## config.mk

```make
export PLATFORM = sky130hd
export DESIGN_NAME = seg_scan_ctrl
export DESIGN_NICKNAME = d
export VERILOG_FILES = /design/src/rtl/seg_scan_ctrl.sv
export SDC_FILE = /design/constraint.sdc
export NUM_CORES = 1
export LEC_CHECK = 0
export BUFFER_PORTS_ARGS = -buffer_cell sky130_fd_sc_hd__buf_2
export CAP_MARGIN = 20
export CORE_MARGIN = 5
export CORE_UTILIZATION = 58
export CTS_CLUSTER_SIZE = 30
export DETAILED_ROUTE_END_ITERATION = 8
export MAX_ROUTING_LAYER = met4
export PLACE_DENSITY = 0.79
export SYNTH_ARGS = -nofsm -noshare
export SYNTH_HDL_FRONTEND = slang
export SYNTH_SLANG_ARGS = --single-unit
```

## constraint.sdc

```tcl
create_clock -name clk -period 2.55 [get_ports clk]
set_clock_uncertainty 0.1 [all_clocks]
set_input_delay 0.3825 -clock clk [delete_from_list [all_inputs] [get_ports clk]]
set_output_delay 0.3825 -clock clk [all_outputs]
set_load 0.02 [all_outputs]
```

## src/rtl/seg_scan_ctrl.sv

```systemverilog
// Four-digit seven-segment scan controller with frame-aligned double buffering.
// Optional leading-zero suppression is enabled by defining SEG_LZ_BLANK_EN.
module seg_scan_ctrl #(
    parameter int CLK_DIV   = 50000,
    parameter int BLANK_CYC = 16
) (
    input  logic        clk,
    input  logic        clr,
    input  logic        load,
    input  logic [15:0] value,
    input  logic [3:0]  dp_in,
    output logic [6:0]  seg,
    output logic [3:0]  an,
    output logic        dp,
    output logic        pending,
    output logic        frame_start
);

    localparam int MAX_CYC = (CLK_DIV > BLANK_CYC) ? CLK_DIV : BLANK_CYC;
    localparam int CW      = $clog2(MAX_CYC + 1);

    localparam logic [CW-1:0] BLANK_LAST = CW'(BLANK_CYC - 1);
    localparam logic [CW-1:0] DRIVE_LAST = CW'(CLK_DIV - 1);

    localparam logic [0:0] ST_BLANK = 1'b0;
    localparam logic [0:0] ST_DRIVE = 1'b1;

    logic [0:0]    state_q,       state_d;
    logic [1:0]    digit_q,       digit_d;
    logic [CW-1:0] cnt_q,         cnt_d;
    logic [15:0]   shadow_q,      shadow_d;
    logic [3:0]    shadow_dp_q,   shadow_dp_d;
    logic [15:0]   active_q,      active_d;
    logic [3:0]    active_dp_q,   active_dp_d;
    logic          pending_q,     pending_d;
    logic          frame_start_q, frame_start_d;

    logic          wrap;
    logic          lz_blank;
    logic [3:0]    nibble;

    function automatic logic [6:0] hex_to_seg(input logic [3:0] h);
        logic [6:0] s;
        case (h)
            4'h0:    s = 7'b1000000;
            4'h1:    s = 7'b1111001;
            4'h2:    s = 7'b0100100;
            4'h3:    s = 7'b0110000;
            4'h4:    s = 7'b0011001;
            4'h5:    s = 7'b0010010;
            4'h6:    s = 7'b0000010;
            4'h7:    s = 7'b1111000;
            4'h8:    s = 7'b0000000;
            4'h9:    s = 7'b0010000;
            4'hA:    s = 7'b0001000;
            4'hB:    s = 7'b0000011;
            4'hC:    s = 7'b1000110;
            4'hD:    s = 7'b0100001;
            4'hE:    s = 7'b0000110;
            default: s = 7'b0001110;
        endcase
        return s;
    endfunction

    assign wrap = (state_q == ST_DRIVE) && (cnt_q == DRIVE_LAST) && (digit_q == 2'd3);

    always_comb begin
        // NOTE: every next-state signal gets a default first so no path infers a latch.
        state_d       = state_q;
        digit_d       = digit_q;
        cnt_d         = cnt_q + CW'(1);
        shadow_d      = shadow_q;
        shadow_dp_d   = shadow_dp_q;
        active_d      = active_q;
        active_dp_d   = active_dp_q;
        pending_d     = pending_q;
        frame_start_d = wrap;

        case (state_q)
            ST_BLANK: begin
                if (cnt_q == BLANK_LAST) begin
                    state_d = ST_DRIVE;
                    cnt_d   = '0;
                end
            end
            default: begin
                if (cnt_q == DRIVE_LAST) begin
                    state_d = ST_BLANK;
                    cnt_d   = '0;
                    digit_d = digit_q + 2'd1;
                end
            end
        endcase

        // A load on the wrap edge goes straight to the active buffer.
        if (wrap && load) begin
            active_d    = value;
            active_dp_d = dp_in;
            pending_d   = 1'b0;
        end else if (wrap && pending_q) begin
            active_d    = shadow_q;
            active_dp_d = shadow_dp_q;
            pending_d   = 1'b0;
        end else if (load) begin
            shadow_d    = value;
            shadow_dp_d = dp_in;
            pending_d   = 1'b1;
        end
    end

    // NOTE: state registers use non-blocking assignments so every flop samples pre-edge values.
    always_ff @(posedge clk or posedge clr) begin
        if (clr) begin
            state_q       <= ST_BLANK;
            digit_q       <= 2'd0;
            cnt_q         <= '0;
            shadow_q      <= '0;
            shadow_dp_q   <= '0;
            active_q      <= '0;
            active_dp_q   <= '0;
            pending_q     <= 1'b0;
            frame_start_q <= 1'b0;
        end else begin
            state_q       <= state_d;
            digit_q       <= digit_d;
            cnt_q         <= cnt_d;
            shadow_q      <= shadow_d;
            shadow_dp_q   <= shadow_dp_d;
            active_q      <= active_d;
            active_dp_q   <= active_dp_d;
            pending_q     <= pending_d;
            frame_start_q <= frame_start_d;
        end
    end

    assign nibble = active_q[4*digit_q +: 4];

`ifdef SEG_LZ_BLANK_EN
    always_comb begin
        case (digit_q)
            2'd3:    lz_blank = (active_q[15:12] == 4'h0)  && !active_dp_q[3];
            2'd2:    lz_blank = (active_q[15:8]  == 8'h00) && !active_dp_q[2];
            2'd1:    lz_blank = (active_q[15:4]  == 12'h0) && !active_dp_q[1];
            default: lz_blank = 1'b0;
        endcase
    end
`else
    assign lz_blank = 1'b0;
`endif

    // Outputs depend only on registered state; no input reaches them combinationally.
    always_comb begin
        an  = 4'b1111;
        seg = 7'b1111111;
        dp  = 1'b1;
        if (state_q == ST_DRIVE && !lz_blank) begin
            an  = ~(4'b0001 << digit_q);
            seg = hex_to_seg(nibble);
            dp  = ~active_dp_q[digit_q];
        end
    end

    assign pending     = pending_q;
    assign frame_start = frame_start_q;

endmodule

```

==> impl_metrics.yaml <==
cells_and_area:
  antennaDiodeCount: 0
  syn_to_final_growth_pct: 21.8
  num-nets-final: 377
  design_area_sq_mm: 0.00407
  drive_gt1_share_pct: 35.3
  final_cells: 420
clock_network:
  root_buffer: "clkbuf_8"
  clockBufferDepth: 2
  cts_sinks: 61
  clk_pin_slew_worst_paths_ps: 80
  ctsHtreeMaxLevel: 3
  cts_tree: "yes"
  postCtsHoldBufs: 0
  numCtsBuffers: 9
  clk_latency_ps: 350
critical_path:
  crit_type: "reg -> out"
  critical_path_required_ps: 2070
  cp-start-kind: "flip-flop"
  reg2reg_slack_ps: 180
  r2r-end: "active_dp_q[2]"
  worstRegToRegCells: 6
  cp.arrival_ps: 2190
  cp_max_fo: 5
  end_kind: "output port"
  rr_startpoint: "digit_q[1]"
detailed_routing:
  num_vias: 2786
  route.detailed.drc: 0
  routed_via_density: 6.63
  drt_first_pass_iters: 5
  routedWlPerCell_microns: 20.5
  drt_iter0_markers: 286
  drtAntennaViolNets: 0
  routed_wl_mm: 8.62
grt:
  grt_max_degree: 34
  antenna_found_initial: 0
  grt_pass1_vias: 2772
  busiest_layer: "met2"
  grt-ovfl-total: 0
  track_usage_pct: 24.1
  use_met2_pct: 37.9
  use_met1_pct: 29.1
  grt_pass1_wl_mm: 13.4
  use_met3_pct: 7.30
placed_design:
  hpwl_mm: 5.29
  placed_area_sq_mm: 0.00360
  pre_cts_slack_ps: 24.8
  place_congestion: 0.842
  numPortBuffers: 36
  dp_cells: 392
yosys:
  netlist_instances: 295
  synth_edf_count: 0
  synth-main-ff-cell: "dfrtp_1"
  async_flop_share_pct: 100
  ys_ff_latch: 61
  syn_area_per_cell_sq_um: 11.3
  ys.warnings.count: 0
  synth-seq-area-share_pct: 45.7
  syn-num-nets: 329
  synth_area_sq_mm: 0.00334
  ys_types: 43
timing:
  slew_violations: 0
  finalHoldViolCount: 0
  period_needed_ps: 2670
  period_share_pct: 105
  worst_slack_ps: -118
  rsz0062_at_grt: "yes"
  finalSetupTns_ps: -361
  setup_violations: 5
  slew_headroom_pct: 48.9
  fin_hold_ws_ps: 9.60
  fmax_mhz: 375
  tightest_slew_ps: 766
floorplan:
  die_w_microns: 85.9
  coreArea_sq_mm: 0.00554
  fp.dieArea_sq_mm: 0.00738
  fp-row-count: 27
  start_util_pct: 60.3
  ios: 37
  die_h_microns: 85.9
power_and_ir_drop:
  peakVddDrop_v: 0.000408
  power.density_mw_per_mm2: 583
  p_leak_uw: 0.00190
status:
  violations: "negative setup slack"
  status: "finished with violations"
min_path:
  hold_class: "in -> async"
flow_run:
  timing.max_cap.violations: 0
## metrics by stage
stage | power [uW] | utilization, %
final | 2370 | 73.4
after global routing | 2470 | 73.4
after CTS | 2340 | 71.3
after detailed placement | 1360 | 65.0
after global placement | 1350 | 65.0
after floorplan | 1270 | -
## metal layers
| metal | share of wire [%] | wire (microns) | up-vias |
|---|---|---|---|
| met5 | 0 | 0 | - |
| met4 | 4.0 | 343 | 0 |
| met3 | 7.3 | 633 | 38 |
| met2 | 48 | 4180 | 159 |
| met1 | 40 | 3460 | 1363 |
| li1 | - | - | 1226 |
## placed cells by master, fill, tap and decap left out, types with 2 or more instances in the layout
| cell | count |
|---|---|
| clkbuf_8 | 9 |
| inv_4 | 2 |
| ha_4 | 5 |
| nor2_1 | 17 |
| buf_4 | 22 |
| nor2b_2 | 2 |
| ha_1 | 5 |
| mux2_2 | 21 |
| o21ai_0 | 2 |
| and3_1 | 4 |
| buf_6 | 3 |
| a21oi_1 | 5 |
| nor3b_1 | 15 |
| o211ai_1 | 4 |
| xnor2_1 | 6 |
| nand3_1 | 10 |
| nor4_1 | 2 |
| mux4_2 | 8 |
| nor3_1 | 2 |
| nand3_2 | 2 |
| and2_1 | 5 |
| bufinv_16 | 2 |
| a221o_1 | 20 |
| inv_1 | 6 |
| o31ai_1 | 2 |
| nor2b_1 | 2 |
| xor2_1 | 8 |
| buf_2 | 30 |
| nand4_1 | 4 |
| clkinv_2 | 2 |
| nand2_1 | 17 |
| a41o_1 | 18 |
| inv_2 | 2 |
| dfrtp_1 | 60 |
## final cells by class
cell class / instances / area [sq um]
Clock buffer: 10 / 128
Clock inverter: 6 / 86.3
Fill cell: 382 / 1470
Inverter: 10 / 42.5
Multi-Input combinational cell: 205 / 1820
Sequential cell: 61 / 1530
Tap cell: 72 / 90.1
Timing Repair Buffer: 56 / 369
## sequential cells by signal, summed over array words and instances (netlist names)
signal / cells
shadow_q: 16
digit_q: 2
shadow_dp_q: 4
active_dp_q: 4
cnt_q: 16
active_q: 16
state_q: 1
pending: 1
frame_start: 1
## power breakdown
part	internal (uW)	leakage, uW	switching [uW]
Combinational	173	0.00104	167
Clock	550	0.000107	389
Sequential	1030	0.000754	61.0
Total	1750	0.00190	617
## kinds of logic after synthesis
| kind of cell | share of synthesized area, % |
|---|---|
| XOR/XNOR | 3.67 |
| AND/OR/NAND/NOR | 15.3 |
| AO/OA/AOI/OAI | 15.8 |
| flip-flops | 45.7 |
| adder cells (fa/ha/maj) | 4.12 |
| multiplexers | 10.8 |
| buffers and inverters | 4.68 |
## worst max-delay path, stage by stage (launching register included)
cell     delay [ps]
dfrtp_2         410
mux4_2          580
buf_6           180
ha_4            150
a211o_1         320
nand3_2          90
buf_6           110
## what timing repair did
item,in CTS,in global routing
setup endpoints to repair,7,7
cloned,1,2
resized for setup,17,16
pin swaps,2,5
setup buffers,8,1
## cell usage after synthesis (8+ instances only)
master / number / share of area [%]
nor3b_1: 15 / 3.4
ha_1: 11 / 4.1
dfrtp_1: 61 / 46
inv_1: 10 / 1.1
buf_2: 8 / 1.2
nand3_1: 11 / 1.6
mux2_2: 21 / 7.1
a221o_1: 20 / 6.0
a41o_1: 18 / 5.4
nor2_1: 17 / 1.9
nand2_1: 17 / 1.9
clkbuf_1: 8 / 0.90
xor2_1: 8 / 2.1
## worst max-delay path by stage
stage / startpoint / end / depth (start not counted)
final: digit_q[0] / seg[4] / 6
after global placement: digit_q[0] / seg[0] / 7
after floorplan: digit_q[0] / seg[3] / 6
after CTS: active_q[13] / seg[0] / 7
after detailed placement: digit_q[0] / seg[0] / 7
after global routing: digit_q[0] / seg[0] / 7
Note: power is estimated with default switching activity, not from simulation.
